[config.mk]
export PLATFORM = sky130hd
export DESIGN_NAME = demux_stream
export DESIGN_NICKNAME = d
export VERILOG_FILES = /design/src/rtl/demux_stream.sv
export SDC_FILE = /design/constraint.sdc
export NUM_CORES = 1
export LEC_CHECK = 0
export BUFFER_PORTS_ARGS = -buffer_cell sky130_fd_sc_hd__buf_4
export CAP_MARGIN = 25
export CELL_PAD_IN_SITES_DETAIL_PLACEMENT = 2
export CELL_PAD_IN_SITES_GLOBAL_PLACEMENT = 2
export CORE_MARGIN = 2
export CORE_UTILIZATION = 27
export DETAILED_ROUTE_END_ITERATION = 16
export GPL_ROUTABILITY_DRIVEN = 0
export PLACE_DENSITY_LB_ADDON = 0.1
export RECOVER_POWER = 50
export SYNTH_ARGS = -nofsm -noshare
export SYNTH_HDL_FRONTEND = slang
export SYNTH_SLANG_ARGS = --single-unit
[constraint.sdc]
create_clock -name clk -period 1.68 [get_ports clk]
set_input_delay 0.168 -clock clk [delete_from_list [all_inputs] [get_ports clk]]
set_output_delay 0.168 -clock clk [all_outputs]
set_load 0.03 [all_outputs]
[src/rtl/demux_stream.sv]
// demux_stream: registered 1-to-2 stream demultiplexer.
// One valid/ready input stream is steered word by word to output A or B
// according to sel. Each output has its own one-entry holding slot, so the
// two outputs drain independently and a stalled output never blocks the
// other. Each output also has a wrapping transfer counter for bring-up/debug.
//
// Ports:
//   clk       rising-edge clock
//   rst       synchronous, active-high reset
//   din       input data word (n bits)
//   sel       destination of din: 0 -> A, 1 -> B
//   in_valid  din/sel valid this cycle
//   in_ready  block accepts din this cycle (combinational)
//   douta     output A data (registered)
//   va        output A holds a valid word
//   a_ready   A consumer accepts this cycle
//   doutb     output B data (registered)
//   vb        output B holds a valid word
//   b_ready   B consumer accepts this cycle
//   cnt_a     completed A transfers, modulo 2^cw
//   cnt_b     completed B transfers, modulo 2^cw
module demux_stream #(
    parameter int n  = 4,
    parameter int cw = 8
) (
    input  logic          clk,
    input  logic          rst,
    input  logic [n-1:0]  din,
    input  logic          sel,
    input  logic          in_valid,
    output logic          in_ready,
    output logic [n-1:0]  douta,
    output logic          va,
    input  logic          a_ready,
    output logic [n-1:0]  doutb,
    output logic          vb,
    input  logic          b_ready,
    output logic [cw-1:0] cnt_a,
    output logic [cw-1:0] cnt_b
);

    typedef enum logic [0:0] {
        SLOT_EMPTY = 1'b0,
        SLOT_FULL  = 1'b1
    } slot_state_t;

    slot_state_t   state_a_r, state_a_next_s;
    slot_state_t   state_b_r, state_b_next_s;
    logic [n-1:0]  douta_r, doutb_r;
    logic [cw-1:0] cnt_a_r, cnt_b_r;

    logic free_a_s, free_b_s;
    logic acc_a_s, acc_b_s;
    logic drain_a_s, drain_b_s;
    logic in_ready_s;

    // Handshake decode: a slot is free when empty or draining this cycle.
    // in_ready deliberately ignores in_valid so upstream can't form a loop.
    always_comb begin
        free_a_s   = 1'b0;
        free_b_s   = 1'b0;
        in_ready_s = 1'b0;
        acc_a_s    = 1'b0;
        acc_b_s    = 1'b0;
        drain_a_s  = 1'b0;
        drain_b_s  = 1'b0;

        free_a_s   = (state_a_r == SLOT_EMPTY) | a_ready;
        free_b_s   = (state_b_r == SLOT_EMPTY) | b_ready;
        in_ready_s = sel ? free_b_s : free_a_s;
        acc_a_s    = in_valid & in_ready_s & ~sel;
        acc_b_s    = in_valid & in_ready_s & sel;
        drain_a_s  = (state_a_r == SLOT_FULL) & a_ready;
        drain_b_s  = (state_b_r == SLOT_FULL) & b_ready;
    end

    // Next-state logic for both slots; an accept keeps a draining slot full.
    always_comb begin
        state_a_next_s = state_a_r;
        state_b_next_s = state_b_r;

        case (state_a_r)
            SLOT_EMPTY: begin
                if (acc_a_s) begin
                    state_a_next_s = SLOT_FULL;
                end else begin
                    state_a_next_s = SLOT_EMPTY;
                end
            end
            SLOT_FULL: begin
                if (acc_a_s) begin
                    state_a_next_s = SLOT_FULL;
                end else if (a_ready) begin
                    state_a_next_s = SLOT_EMPTY;
                end else begin
                    state_a_next_s = SLOT_FULL;
                end
            end
            default: state_a_next_s = SLOT_EMPTY;
        endcase

        case (state_b_r)
            SLOT_EMPTY: begin
                if (acc_b_s) begin
                    state_b_next_s = SLOT_FULL;
                end else begin
                    state_b_next_s = SLOT_EMPTY;
                end
            end
            SLOT_FULL: begin
                if (acc_b_s) begin
                    state_b_next_s = SLOT_FULL;
                end else if (b_ready) begin
                    state_b_next_s = SLOT_EMPTY;
                end else begin
                    state_b_next_s = SLOT_FULL;
                end
            end
            default: state_b_next_s = SLOT_EMPTY;
        endcase
    end

    // Slot state, held data and transfer counters; reset overrides everything.
    always_ff @(posedge clk) begin
        if (rst) begin
            state_a_r <= SLOT_EMPTY;
            state_b_r <= SLOT_EMPTY;
            douta_r   <= {n{1'b0}};
            doutb_r   <= {n{1'b0}};
            cnt_a_r   <= {cw{1'b0}};
            cnt_b_r   <= {cw{1'b0}};
        end else begin
            state_a_r <= state_a_next_s;
            state_b_r <= state_b_next_s;
            // Data registers only load on accept, so a drained slot keeps
            // showing its last word.
            if (acc_a_s) begin
                douta_r <= din;
            end
            if (acc_b_s) begin
                doutb_r <= din;
            end
            if (drain_a_s) begin
                cnt_a_r <= cnt_a_r + {{(cw-1){1'b0}}, 1'b1};
            end
            if (drain_b_s) begin
                cnt_b_r <= cnt_b_r + {{(cw-1){1'b0}}, 1'b1};
            end
        end
    end

    assign in_ready = in_ready_s;
    assign douta    = douta_r;
    assign doutb    = doutb_r;
    assign va       = (state_a_r == SLOT_FULL);
    assign vb       = (state_b_r == SLOT_FULL);
    assign cnt_a    = cnt_a_r;
    assign cnt_b    = cnt_b_r;

endmodule

# Word level (Yosys, flattened, before mapping)
# Index checks and enable logic that the tools add are counted.
# classes
add_sub_neg,2
n_mul,0
div,0
order_cmp,0
eq_ne,0
shifts,0
n_mux,9
bitwise,10
n_reduce_logical,0
# op_table
cell,n
$add 8x1->8 const B,2
$mux 1,7
$and 1x1->1,5
$pmux 1 s2,2
$not 1->1,3
$or 1x1->1,2
# word_totals
regBits,26
latch_bits,0
ramBits,0
romBits,0
in_bits,10
out_inout_bits,27
wordCells,27
memories,0

# Logic depth before layout (Yosys ltp)
# depth
word_depth,7
ltp_mapped,4
ltp_nobuf,4

# Least setup slack after synthesis
# Ideal clock, no wire load.
# synth_timing
kind,register to register
from,register state_b_r (netlist: vb)
to,register cnt_b_r[7] (netlist: cnt_b[7])
setup_time_ps,70
arrival_ps,1383
required_ps,1610
path_slack_ps,226
path_stages_with_launch,4
n_path_buf,0
period_less_slack_ps,1454
path_cell_list,dfxtp_1 -> nand4_2 -> or4_1 -> a21oi_1
# synth_via
elab_chain_cells,1
# synth_rtl
element,line_no,source
"start, declared",48,"slot_state_t state_b_r, state_b_next_s;"
"start signal, assigned",134,state_b_r <= state_b_next_s;
$and 1x1->1,74,drain_b_s = (state_b_r == SLOT_FULL) & b_ready;
"end signal, assigned",131,cnt_b_r <= {cw{1'b0}};
"end signal, assigned",147,"cnt_b_r <= cnt_b_r + {{(cw-1){1'b0}}, 1'b1};"
"end, declared",50,"logic [cw-1:0] cnt_a_r, cnt_b_r;"
# No other way between the ends.
# A chain may end at the register's enable or synchronous reset.

# Worst setup path after layout
# layout_timing
from,register state_a_r (netlist: va)
to,register cnt_a_r[7] (netlist: cnt_a[7])
# layout_via
elab_chain_cells,1
# layout_rtl
element,line_no,source
"start, declared",47,"slot_state_t state_a_r, state_a_next_s;"
"start signal, assigned",133,state_a_r <= state_a_next_s;
$and 1x1->1,73,drain_a_s = (state_a_r == SLOT_FULL) & a_ready;
"end signal, assigned",130,cnt_a_r <= {cw{1'b0}};
"end signal, assigned",144,"cnt_a_r <= cnt_a_r + {{(cw-1){1'b0}}, 1'b1};"
"end, declared",50,
# No other way between the ends.

==> results.ini <==
[critical_path]
cp_max_fo = 8
setup.worst_path.end_class = flip-flop
critPathLaunchType = flip-flop
path_class = reg2reg
required_ns = 1.88
critical_path_arrival_ns = 1.66

[yosys]
synth.lib_cells_used.distinct = 22
synth_cells = 128
yosys.area.top_type_share_pct = 47.4
yosysMostFrequentCell = dfxtp_1
postSynth.asyncResetShare_pct = 0
proportion_of_synthesized_chip_area_in_sequential_cells_pct = 47.4
postSynth.topFlopCell = dfxtp_1
synth_enable_flop_cells = 0
syn_area_per_cell_um2 = 8.57
syn-num-nets = 140
syn-cell-area_um2 = 1100
synth-seq-cells = 26
synth_commonest_cells = dfxtp_1 (26), a21oi_1 (23), o21ai_0 (14), nand3_1 (11), nand4_1 (8)
synth_warnings = 0
synthDominantAreaCellType = dfxtp_1
area_contributors_post_synth = dfxtp_1 (47%), a21oi_1 (10%), o21ai_0 (6.4%), nand3_1 (5.0%), nand4_1 (4.6%)

[sta]
rsz_0062_raised_after_global_routing = no
finalClockSkew_ns = 0.00274
final_hold_viol_count = 0
tightestPinTransition_ns = 0.384
slew_violations = 0
fin_tns_setup_ns = 0
max_clock_freq_mhz = 686
timing.slew.headroom_pct = 74.5
period_share_pct = 86.7
count_of_endpoints_failing_setup_in_the_final_report = 0
post-route-min-period_ns = 1.46
post-route-worst-setup-slack_ns = 0.223

[power]
seqPwrFrac_pct = 54.9
clock_power_share_pct = 35.1
total_power_mw = 1.17
vdd.ir_drop.worst_uv = 408
net-switching-power_mw = 0.292
netSwitchingFraction_pct = 24.9
power_density_nw_per_um2 = 839
leakagePower_nw = 0.469
p_int_mw = 0.877
part_of_the_power_in_combinational_logic_pct = 10.0

[clocking]
cts_htree_levels = 1
ctsLongestPathBuffers = 2
tritoncts = built
cts_hold_repair.buffers = 0
cts-root-buf = clkbuf_8
cts_setup_buffers = 0
clk_pin_slew_worst_paths_ns = 0.09
tritoncts.num_buffers = 3
clock_sink_count = 26
worst_skew_pair.late_latency_ns = 0.27
post_cts_resize_count = 0

[outcome]
run_status = complete, no violations

[place]
io_buffers = 36
hpwl_um = 2430
worst_setup_slack_after_placement_ns = 0.314

[floorplan]
coreArea_um2 = 3940
floorplan.die.height_um = 67.8
die_x_um = 67.8
io_pins = 37
row_count = 23
floorplan.die_area_um2 = 4590
initial_cell_density_of_the_core_pct = 27.8

[global_route]
number_of_antenna_violations_at_the_first_check_in_global_routing = 0
grt_max_degree = 27
grt_usage_pct = 15.6
global_route_wire_length_before_repair_um = 5400
gr-total-overflow = 0
grt_pass1_vias = 1130

[detailed_routing]
drtIter0Drc = 50
vias_per_cell = 5.22
drc = 0
antenna_nets_post_route = 0
route.vias.total = 1117
drt_pre_antenna_iters = 4
wl_per_cell_um = 15.1
route.final.wire_length_um = 3240

[layout]
num_antenna_cells = 0
layout_overhead_on_the_synthesized_area_pct = 26.9
final_net_count = 177
final.fill_count = 464
drive_above_1_share_pct = 14.0

[job]
cap_violations = 0

[hold_path]
worstHoldPathType = in2reg

==> cells in the final DEF (no fill, tap or decap), types with 2 or more instances in the layout <==
| cell | n |
|---|---|
| nor2b_1 | 2 |
| nand3_1 | 11 |
| clkbuf_1 | 20 |
| inv_1 | 3 |
| ha_1 | 2 |
| or3_1 | 5 |
| buf_4 | 16 |
| clkbuf_8 | 4 |
| nand4_1 | 8 |
| a21oi_1 | 23 |
| nor2_1 | 5 |
| xor2_1 | 3 |
| nand2_1 | 7 |
| dfxtp_1 | 26 |
| or4_1 | 4 |
| nand2b_1 | 2 |
| o31ai_1 | 4 |
| o21ai_0 | 14 |
==> worst max-delay path: stages (launching register included) <==
cell	delay, ns
dfxtp_1	0.44
nand2_1	0.22
or4_1	0.54
a21oi_1	0.18
==> worst paths after layout <==
kind                                            start                    end  slack [ns]  cells after the start
worst max-delay path                    va$_SDFF_PP0_  cnt_a[7]$_SDFFE_PP0P_        0.22                      3
worst min-delay path                           din[0]  douta[0]$_SDFFE_PP0P_        0.16                      3
worst max register to register          va$_SDFF_PP0_  cnt_a[7]$_SDFFE_PP0P_        0.22                      3
worst min register to register  douta[3]$_SDFFE_PP0P_  douta[3]$_SDFFE_PP0P_        0.48                      2
==> flip-flops by register name, indices dropped and copies added (netlist names) <==
name   cells
doutb      4
douta      4
va         1
cnt_a      8
cnt_b      8
vb         1
==> layout make-up <==
type	instances	area [um2]	share of cell area [%]
Clock buffer	4	55.1	3.95
Tap cell	50	62.6	4.49
Inverter	3	11.3	0.809
Timing Repair Buffer	36	195	14.0
Sequential cell	26	520	37.4
Multi-Input combinational cell	95	548	39.4
==> layer usage <==
layer,track usage (%),routed length (um),part of all wire [%],vias up
li1,-,-,-,543
met5,0,0,0,-
met1,18.9,1450,45,549
met4,4.59,34,1.0,0
met3,3.50,132,4.1,4
met2,27.2,1620,50,21
==> kinds of logic after synthesis <==
family | synth area share [%]
and+or+nand+nor | 25.1
xor gates and xnor gates | 3.19
adders and majority gates | 2.28
DFF | 47.4
AOI/OAI and AO/OA | 19.6
buffers and inverters | 2.39
==> power by group through the flow <==
stage | Combinational (mW) | Clock (mW) | Sequential [mW]
2_1_floorplan | 0.0417 | 0 | 0.683
3_3_place_gp | 0.126 | 0 | 0.656
3_5_place_dp | 0.128 | 0 | 0.657
4_1_cts | 0.129 | 0.427 | 0.643
5_1_grt | 0.128 | 0.461 | 0.645
6_report | 0.117 | 0.410 | 0.642
==> through the flow <==
step,util [%],area [um2],instances,hold slack (ns)
after global routing,35.3,1390,214,0.172
after detailed placement,35.9,1420,210,0.457
final,35.3,1390,214,0.164
after floorplan,-,1100,128,0.316
after CTS,37.3,1470,214,0.163
after global placement,35.9,1420,210,0.459
Note: power is estimated with default switching activity, not from simulation.
